`config.mk`:
```
export PLATFORM = sky130hd
export DESIGN_NAME = sync_merge3_mmu_flat
export DESIGN_NICKNAME = d
export VERILOG_FILES = /design/src/rtl/sync_merge3_mmu_if.sv /design/src/rtl/sync_merge3_mmu.sv /design/src/flat_wrapper.sv
export SDC_FILE = /design/constraint.sdc
export NUM_CORES = 1
export LEC_CHECK = 0
export CAP_MARGIN = 20
export CORE_MARGIN = 3
export CORE_UTILIZATION = 25
export CTS_BUF_LIST = sky130_fd_sc_hd__clkbuf_4 sky130_fd_sc_hd__clkbuf_8
export CTS_CLUSTER_SIZE = 20
export DETAILED_ROUTE_END_ITERATION = 8
export SETUP_SLACK_MARGIN = 0.1
export SLEW_MARGIN = 0
export SYNTH_ARGS = -nofsm -noshare
export SYNTH_HDL_FRONTEND = slang
export SYNTH_SLANG_ARGS = --single-unit
```
`constraint.sdc`:
```
create_clock -name clk -period 1.5 [get_ports clk]
set_input_delay 0.3 -clock clk [delete_from_list [all_inputs] [get_ports clk]]
set_output_delay 0.3 -clock clk [all_outputs]
set_load 0.05 [all_outputs]
```
`src/rtl/sync_merge3_mmu_if.sv`:
```
// Purpose : bundles the three upstream drive/free pairs, the downstream drive/free pair
//           and the status outputs of the 3-to-1 token merge.
// Latency : none, wires only.
// Backpressure: none here. Sources wait for their own free pulse before driving again.
// Ports   : i_drive0..2/o_free0..2 (upstream), o_driveNext/i_freeNext (downstream),
//           o_select (one-hot owner), o_busy, o_err.
//           Modport master is the environment side. Modport slave is the merge block.
interface sync_merge3_mmu_if #(
  parameter int NUM_PORTS = 3
);
  logic                 i_drive0;
  logic                 i_drive1;
  logic                 i_drive2;
  logic                 o_free0;
  logic                 o_free1;
  logic                 o_free2;
  logic                 o_driveNext;
  logic                 i_freeNext;
  logic [NUM_PORTS-1:0] o_select;
  logic                 o_busy;
  logic                 o_err;

  modport master (
    output i_drive0, i_drive1, i_drive2, i_freeNext,
    input  o_free0, o_free1, o_free2, o_driveNext, o_select, o_busy, o_err
  );

  modport slave (
    input  i_drive0, i_drive1, i_drive2, i_freeNext,
    output o_free0, o_free1, o_free2, o_driveNext, o_select, o_busy, o_err
  );
endinterface

```
`src/rtl/sync_merge3_mmu.sv`:
```
// Purpose : round-robin 3-to-1 merge of MMU drive/free tokens onto one downstream channel.
// Latency : drive to o_driveNext is 1 cycle. i_freeNext to o_freeK is 1 cycle. Token period is at least 2 cycles.
// Backpressure: one token in flight at a time. Drives that arrive while busy wait in pending.
// Ports   : clk, rst (sync active-high), bus (slave modport: upstream/downstream drive-free pairs,
//           o_select one-hot owner, o_busy, o_err sticky protocol violation).
module sync_merge3_mmu (
  input  logic              clk,
  input  logic              rst,
  sync_merge3_mmu_if.slave  bus
);
  localparam int NUM_PORTS = 3;

  typedef enum logic {IDLE, BUSY} state_t;

  state_t               state_q, state_d;
  logic [NUM_PORTS-1:0] pending_q, pending_d;
  logic [NUM_PORTS-1:0] select_q, select_d;
  logic [NUM_PORTS-1:0] free_q, free_d;
  logic [1:0]           rr_last_q, rr_last_d;
  logic                 drive_next_q, drive_next_d;
  logic                 busy_q, busy_d;
  logic                 err_q, err_d;

  logic [NUM_PORTS-1:0] drv, dup, cand;
  logic [1:0]           c0, c1, c2, pick;
  logic                 pick_vld;

  function automatic logic [1:0] nxt(input logic [1:0] i);
    return (i == 2'd2) ? 2'd0 : i + 2'd1;
  endfunction

  function automatic logic [NUM_PORTS-1:0] oh(input logic [1:0] i);
    case (i)
      2'd0:    return 3'b001;
      2'd1:    return 3'b010;
      default: return 3'b100;
    endcase
  endfunction

  assign drv  = {bus.i_drive2, bus.i_drive1, bus.i_drive0};
  // A drive on a source that already holds a pending token is a duplicate and gets dropped.
  assign dup  = drv & pending_q;
  assign cand = pending_q | drv;

  // Priority order is rr_last+1, rr_last+2, rr_last. The last matching assignment wins,
  // so the highest-priority slot is tested last.
  always_comb begin
    c0       = nxt(rr_last_q);
    c1       = nxt(c0);
    c2       = rr_last_q;
    pick     = rr_last_q;
    pick_vld = |cand;
    if (|(cand & oh(c2))) pick = c2;
    if (|(cand & oh(c1))) pick = c1;
    if (|(cand & oh(c0))) pick = c0;
  end

  always_comb begin
    state_d      = state_q;
    pending_d    = pending_q | drv;
    select_d     = select_q;
    busy_d       = busy_q;
    rr_last_d    = rr_last_q;
    drive_next_d = 1'b0;
    free_d       = '0;
    err_d        = err_q | (|dup);
    case (state_q)
      IDLE: begin
        if (bus.i_freeNext) err_d = 1'b1;
        if (pick_vld) begin
          drive_next_d = 1'b1;
          select_d     = oh(pick);
          busy_d       = 1'b1;
          rr_last_d    = pick;
          state_d      = BUSY;
        end
      end
      BUSY: begin
        if (bus.i_freeNext) begin
          free_d    = select_q;
          // The owner's pending bit clears. A fresh non-duplicate drive in the same cycle still sets its bit.
          pending_d = (pending_q & ~select_q) | (drv & ~pending_q);
          select_d  = '0;
          busy_d    = 1'b0;
          state_d   = IDLE;
        end
      end
      default: state_d = IDLE;
    endcase
  end

  always_ff @(posedge clk) begin
    if (rst) begin
      state_q      <= IDLE;
      pending_q    <= '0;
      select_q     <= '0;
      free_q       <= '0;
      rr_last_q    <= 2'd2;
      drive_next_q <= 1'b0;
      busy_q       <= 1'b0;
      err_q        <= 1'b0;
    end else begin
      state_q      <= state_d;
      pending_q    <= pending_d;
      select_q     <= select_d;
      free_q       <= free_d;
      rr_last_q    <= rr_last_d;
      drive_next_q <= drive_next_d;
      busy_q       <= busy_d;
      err_q        <= err_d;
    end
  end

  assign bus.o_free0     = free_q[0];
  assign bus.o_free1     = free_q[1];
  assign bus.o_free2     = free_q[2];
  assign bus.o_driveNext = drive_next_q;
  assign bus.o_select    = select_q;
  assign bus.o_busy      = busy_q;
  assign bus.o_err       = err_q;
endmodule
```
`src/flat_wrapper.sv`:
```
// flat-port wrapper written by rule: the top's interface ports become plain ports
module sync_merge3_mmu_flat 
  (clk, rst, bus_i_drive0, bus_i_drive1, bus_i_drive2, bus_i_freeNext, bus_o_free0, bus_o_free1, bus_o_free2, bus_o_driveNext, bus_o_select, bus_o_busy, bus_o_err);
  sync_merge3_mmu_if bus_i ();
  input  logic clk;
  input  logic rst;
  input wire logic [$bits(bus_i.i_drive0)-1:0] bus_i_drive0;
  input wire logic [$bits(bus_i.i_drive1)-1:0] bus_i_drive1;
  input wire logic [$bits(bus_i.i_drive2)-1:0] bus_i_drive2;
  input wire logic [$bits(bus_i.i_freeNext)-1:0] bus_i_freeNext;
  output wire logic [$bits(bus_i.o_free0)-1:0] bus_o_free0;
  output wire logic [$bits(bus_i.o_free1)-1:0] bus_o_free1;
  output wire logic [$bits(bus_i.o_free2)-1:0] bus_o_free2;
  output wire logic [$bits(bus_i.o_driveNext)-1:0] bus_o_driveNext;
  output wire logic [$bits(bus_i.o_select)-1:0] bus_o_select;
  output wire logic [$bits(bus_i.o_busy)-1:0] bus_o_busy;
  output wire logic [$bits(bus_i.o_err)-1:0] bus_o_err;
  assign bus_i.i_drive0 = bus_i_drive0;
  assign bus_i.i_drive1 = bus_i_drive1;
  assign bus_i.i_drive2 = bus_i_drive2;
  assign bus_i.i_freeNext = bus_i_freeNext;
  assign bus_o_free0 = bus_i.o_free0;
  assign bus_o_free1 = bus_i.o_free1;
  assign bus_o_free2 = bus_i.o_free2;
  assign bus_o_driveNext = bus_i.o_driveNext;
  assign bus_o_select = bus_i.o_select;
  assign bus_o_busy = bus_i.o_busy;
  assign bus_o_err = bus_i.o_err;
  sync_merge3_mmu u_core (.clk(clk), .rst(rst), .bus(bus_i));
endmodule
```
==> flow_summary_export.csv <==
group,metric,value,unit
worst_setup_path,critPathMaxFanout,4,
die,die_h,54.9,microns
pwr,power.density,1010,mW/mm^2
clock_tree,clock-sinks,15,
synth,synth-warning-count,0,
run_status,status,"finished, final reports clean",
place,preCtsSetupSlack,-238,ps
synth,netlist_area,597,sq um
synth,syn_area_per_cell,10.1,sq um
routing,met2WireLength,714,microns
global_route,grt_max_degree,11,
die,dieArea,0.00301,sq mm
routing,highest_layer,"met4",
routing,dr.first_iter.drc_count,13,
worst_setup_path,rr_worst_depth,4,
final_layout,layout-drive-gt1-share,0.376,
global_route,gr-total-overflow,0,
sta,finalCritPeriodShare,0.881,
sta,max_freq,0.757,GHz
worst_setup_path,cp-endpoint,"u_core.bus.o_select[0]$_SDFFE_PP0P_",
die,pin_count,15,
clock_tree,cts_tree,"done",
global_route,grt_pass1_vias,503,
worst_setup_path,crit_start,"u_core.pending_q[2]$_SDFF_PP0_",
clock_tree,insertion_delay,300,ps
synth,synth.distinct_cells,29,
sta,hold_viol,0,
worst_setup_path,critPathKind,"reg -> reg",
die,floorplan.die.width,54.9,microns
pwr,ir_drop,0.387,mV
global_route,grt_use_total,0.111,
synth,synth_top_cell_by_area,"dfxtp_1",
routing,num_vias,552,
die,coreArea,0.00223,sq mm
synth,synth_most_common_cell,"dfxtp_1",
synth,yosysSeqAreaShare,0.503,
synth,syn-num-nets,65,
sta,worst_slack,179,ps
final_layout,nets,92,
synth,synth_common_cells,"15 x dfxtp_1, 5 x a21oi_1, 4 x nand2_1",
final_layout,syn2layout_area_growth,59.5,%
worst_setup_path,r2r-start,"u_core.pending_q[2]$_SDFF_PP0_",
final_layout,instances_no_fill,113,
synth,synthCells,59,
clock_tree,numCtsBuffers,3,
synth,synth-async-reset-ratio,0,
sta,rsz0062_at_grt,"false",
place,dp.cells,109,
sta,setup_viol,0,
sta,fin_crit,1320,ps
routing,wirelength,1420,microns
worst_setup_path,startpoint_type,"flop",
global_route,grt_pass1_wl,2260,microns
routing,drt-met1-wl,598,microns
place,io_buffers,14,
hold_path,hp-class,"reg -> reg",
clock_tree,cts_root_buffer,"clkbuf_4",
pwr,p_leak,0.000368,uW
final_layout,antennaDiodeCount,0,
run,cap_violations,0,
worst_setup_path,reg2reg_to,"u_core.bus.o_select[0]$_SDFFE_PP0P_",
worst_setup_path,rrSetupSlack,180,ps
routing,drtPass1Iterations,4,
sta,hold_ws,492,ps
routing,wl_met3,59,microns
routing,ant_nets,0,
routing,drcViolationCount,0,
place,place_area,922,sq um
place,gp_congestion,0.762,
synth,yosysTopAreaCellShare,0.503,
routing,wl_per_cell,12.5,microns
clock_tree,cts_hold_buf,0,
synth,synth_area_leaders,"dfxtp_1 50%, a311oi_1 4.4%, a21oi_1 4.2%, nor3b_1 3.8%, nor2_2 3.1%",
sta,slew_viol_final,0,
place,dp_hpwl,1050,microns
synth,synth_edf_count,0,
die,start_util,0.267,
sta,relSlewSlack,0.770,
clock_tree,ctsHtreeMaxLevel,1,
synth,synth-seq-cells,15,
clock_tree,cts_max_path_buffers,2,
worst_setup_path,arrival,1540,ps
hold_path,hold-path-cell-count,1,
final_layout,fill_cells,234,
worst_setup_path,cp-end-kind,"flop",
sta,clock_skew,5.96,ps
routing,viasPerCell,4.88,
sta,tightest_slew,345,ps
synth,synth_top_flop_cell,"dfxtp_1",
final_layout,fin_area,952,sq um
worst_setup_path,required,1720,ps
global_route,antenna_found_initial,0,
clock_tree,cts.clk_slew.worst_paths,90,ps
die,rows,17,
## registers in the layout (all words and copies together), names as in the netlist
register and cells:
u_core.bus.o_busy 1, u_core.c2 2, u_core.pending_q 3, u_core.bus.o_select 3, u_core.state_q 1, u_core.free_q 3
u_core.bus.o_err 1, u_core.bus.o_driveNext 1
## cells by family after synthesis
| group | Yosys count | synth area share |
|---|---|---|
| buffers and inverters | 3 | 0.0314 |
| AO/OA/AOI/OAI | 18 | 0.233 |
| flip-flops | 15 | 0.503 |
| AND/OR/NAND/NOR | 23 | 0.233 |
## how the worst min path moves through the flow
stage / to / slack [ps] / startpoint
after floorplan: u_core.c2[0]$_SDFFE_PP0P_ / 460 / u_core.c2[0]$_SDFFE_PP0P_
after global placement: u_core.c2[0]$_SDFFE_PP0P_ / 480 / u_core.c2[0]$_SDFFE_PP0P_
after detailed placement: u_core.c2[0]$_SDFFE_PP0P_ / 490 / u_core.c2[0]$_SDFFE_PP0P_
after CTS: u_core.c2[0]$_SDFFE_PP0P_ / 500 / u_core.c2[0]$_SDFFE_PP0P_
after global routing: u_core.pending_q[2]$_SDFF_PP0_ / 530 / u_core.pending_q[2]$_SDFF_PP0_
final: u_core.pending_q[2]$_SDFF_PP0_ / 490 / u_core.pending_q[2]$_SDFF_PP0_
## per-layer routing
layer	vias to the layer above	GRT usage
met3	3	0.0245
met1	261	0.129
met4	0	0.0747
met5	-	0
met2	12	0.179
li1	276	-
## stage by stage
stage | power [uW] | setup TNS [ps] | utilization
global route | 1000 | 0 | 0.426
CTS | 966 | 0 | 0.425
floorplan | 587 | 0 | -
finish | 958 | 0 | 0.426
detailed placement | 717 | -838 | 0.413
global placement | 714 | -767 | 0.413
## what timing repair did
item	in CTS	in global routing
setup buffers	0	0
setup endpoints to repair	1	2
pin swaps	1	0
gates resized for setup	2	2
## placed cells by master (no fill, tap or decap), types with 2 or more instances in the layout
cell / instances
buf_12: 9
a21oi_1: 5
clkbuf_4: 3
dfxtp_1: 13
dfxtp_2: 2
nor2_2: 3
dlygate4sd2_1: 2
a311oi_1: 3
nand2_1: 4
nand3_1: 2
nor2_1: 2
buf_4: 10
nand4b_1: 2
nor3b_1: 3
clkdlybuf4s50_1: 3
## critical path, stage by stage, from the launching register on
cell	delay, ps
dfxtp_2	370
nor2_2	70
or3b_1	390
a31o_1	230
o31ai_2	170
## cell type report
type / instances / area [sq um] / area share
clock buffer: 3 / 22.5 / 0.0237
clock inverter: 1 / 7.51 / 0.00788
inverter: 1 / 3.75 / 0.00394
multi-input combinational: 41 / 278 / 0.292
sequential: 15 / 303 / 0.318
tap: 28 / 35.0 / 0.0368
timing repair buffer: 24 / 303 / 0.318
## power breakdown
group          internal, uW  switching (uW)  leakage [uW]
clock                   102             151     0.0000139
combinational           124             116      0.000229
sequential              428            38.0      0.000125
total                   654             304      0.000368
Power figures use the tool's default switching activity.
==> RTL edit, RTL diff (same flow settings) <==
Reset style: asynchronous (`rst`), changed in one clocked block.
--- a/src/rtl/sync_merge3_mmu.sv
+++ b/src/rtl/sync_merge3_mmu.sv
@@ -90,5 +90,5 @@
   end
 
-  always_ff @(posedge clk) begin
+  always_ff @(posedge clk or posedge rst) begin
     if (rst) begin
       state_q      <= IDLE;
Function: differs if rst is asserted again (counterexample within 4 cycles, from zero or initial values and one cycle with rst high); with rst held inactive, the same outputs for 10 cycles.
==> RTL edit against the original RTL <==
  * Count of clock-buffer cells in the layout is 1 higher
  * Sequential cell count stayed put
  * Non-clock buffer count is 2 lower
  * First-iteration DRC count is 23% higher
  * Wire length is 5.2% higher
  * Sequential share of layout area is 5.1 points higher
  * Setup slack better by 58 ps
  * Core utilization is 1.7 points lower
  * Synthesized area is 11% higher
  * Cell area is 7.5% higher
  * Largest cell class unchanged
Power is not compared: it rests on default switching activity, and its combinational part moved more than twofold at a synthesized area within 25%.
==> RTL edit: results (changes against the original RTL) <==
[global_routing]
gr-usage-all-layers_pct=10.4  ; -0.67 points
grt_pass1_wl_um=2580  ; +14%
grt_max_degree=16  ; +5
grt_pass1_vias=579  ; +15%

[synthesis]
synth_common_cells=dfrtp_1 (14), inv_1 (7), a21oi_1 (6), o21ai_0 (4)
yosysSeqAreaShare_pct=56.8  ; +6.5 points
yosys-top-cells-area=dfrtp_1 (53%), a21oi_1 (4.5%), dfstp_2 (4.0%)
yosys_warnings=0  ; unchanged
yosys.area_share.adder_pct=0  ; unchanged
synth_compound_area_share_pct=24.3  ; +1.1 points
muxShareOfSynthArea_pct=1.51  ; +1.5 points
async_flop_share_pct=100  ; +100 points
synth_cell_type_count=25  ; -14%
avgSynthCellArea_um2=10.9  ; +7.5%
syn-num-nets=67  ; +3.1%

[placement]
place_inst=111  ; +1.8%
placed_cell_area_um2=980  ; +6.2%
pre_cts_slack_ps=-145  ; +93.1 ps
dp_hpwl_um=1160  ; +10%
place_congestion=0.801  ; +5.1%

[route]
viasPerCell=4.83  ; -1.2%
wl_per_cell_um=12.8  ; +2.4%
finalWirelength_um=1490  ; +5.2%
dr.first_iter.drc_count=16  ; +3

[timing]
finalClockSkew_ps=5.08  ; -0.882 ps
worstMarginPinSlew_ps=345  ; +0.118 ps

[outcome]
status=completed

[final_layout]
fillerInstances=239  ; +2.1%
drive_gt1_share_pct=32.6  ; -5.1 points
fin_nets=93  ; +1.1%

[critical_path]
r2r-start=u_core.pending_q[0]
path_max_fanout=6  ; +2
r2r_slack_ps=240  ; +60 ps
critPathArrivalTime_ps=1470  ; -70 ps
reg2reg_to=u_core.c2[1]

[min_path]
min_path_type=in -> async

[power]
vdd_drop_max_v=0.000678

-- RTL edit: metal layers --
metal	GRT usage, %	share of wire (%)
met1	13.4	43
met4	7.95	3.2
met2	15.0	48
met5	0	0
met3	2.26	5.2
-- RTL edit: logic make-up after synthesis --
kind of cell,count (synthesis)
AND/OR/NAND/NOR,12
AO/OA/AOI/OAI,24
flip-flops,15
buffers and inverters,9
multiplexers,1
-- RTL edit: worst max-delay path by stage --
stage / cells past startpoint / slack [ps] / start / endpoint
after CTS: 5 / 130 / bus_i_drive1 / u_core.c2[1]
final: 4 / 240 / u_core.pending_q[0] / u_core.c2[1]
after detailed placement: 5 / -150 / bus_i_drive1 / u_core.c2[1]
after global placement: 5 / -110 / bus_i_drive0 / u_core.c2[1]
after global routing: 4 / 130 / u_core.pending_q[0] / u_core.c2[1]
after floorplan: 4 / 290 / u_core.pending_q[0] / u_core.c2[1]
-- RTL edit: worst max-delay path: stages (launching register included) --
cell	delay (ps)
dfrtp_2	420
nor4_4	370
a21o_2	200
inv_2	40
mux2i_1	150
-- RTL edit: timing repair --
action,CTS,global route
endpoints found under the setup margin,0,3
setup buffers,0,1
resized for setup,0,3
-- RTL edit: final cells by class --
type | count | share of cell area, %
Clock buffer | 4 | 2.93
Tap cell | 30 | 3.67
Multi-Input combinational cell | 37 | 24.7
Inverter | 8 | 2.93
Sequential cell | 15 | 36.9
Timing Repair Buffer | 22 | 28.9
-- RTL edit: through the flow --
step           hold slack [ps]  utilization [%]  total power, mW  setup TNS [ps]
2_1_floorplan              201                -            0.888               0
3_3_place_gp               523             39.2             1.15            -476
3_5_place_dp               533             39.2             1.17            -556
4_1_cts                    314             40.4             1.41               0
5_1_grt                    325             40.9             1.50               0
6_report                   305             40.9             1.41               0
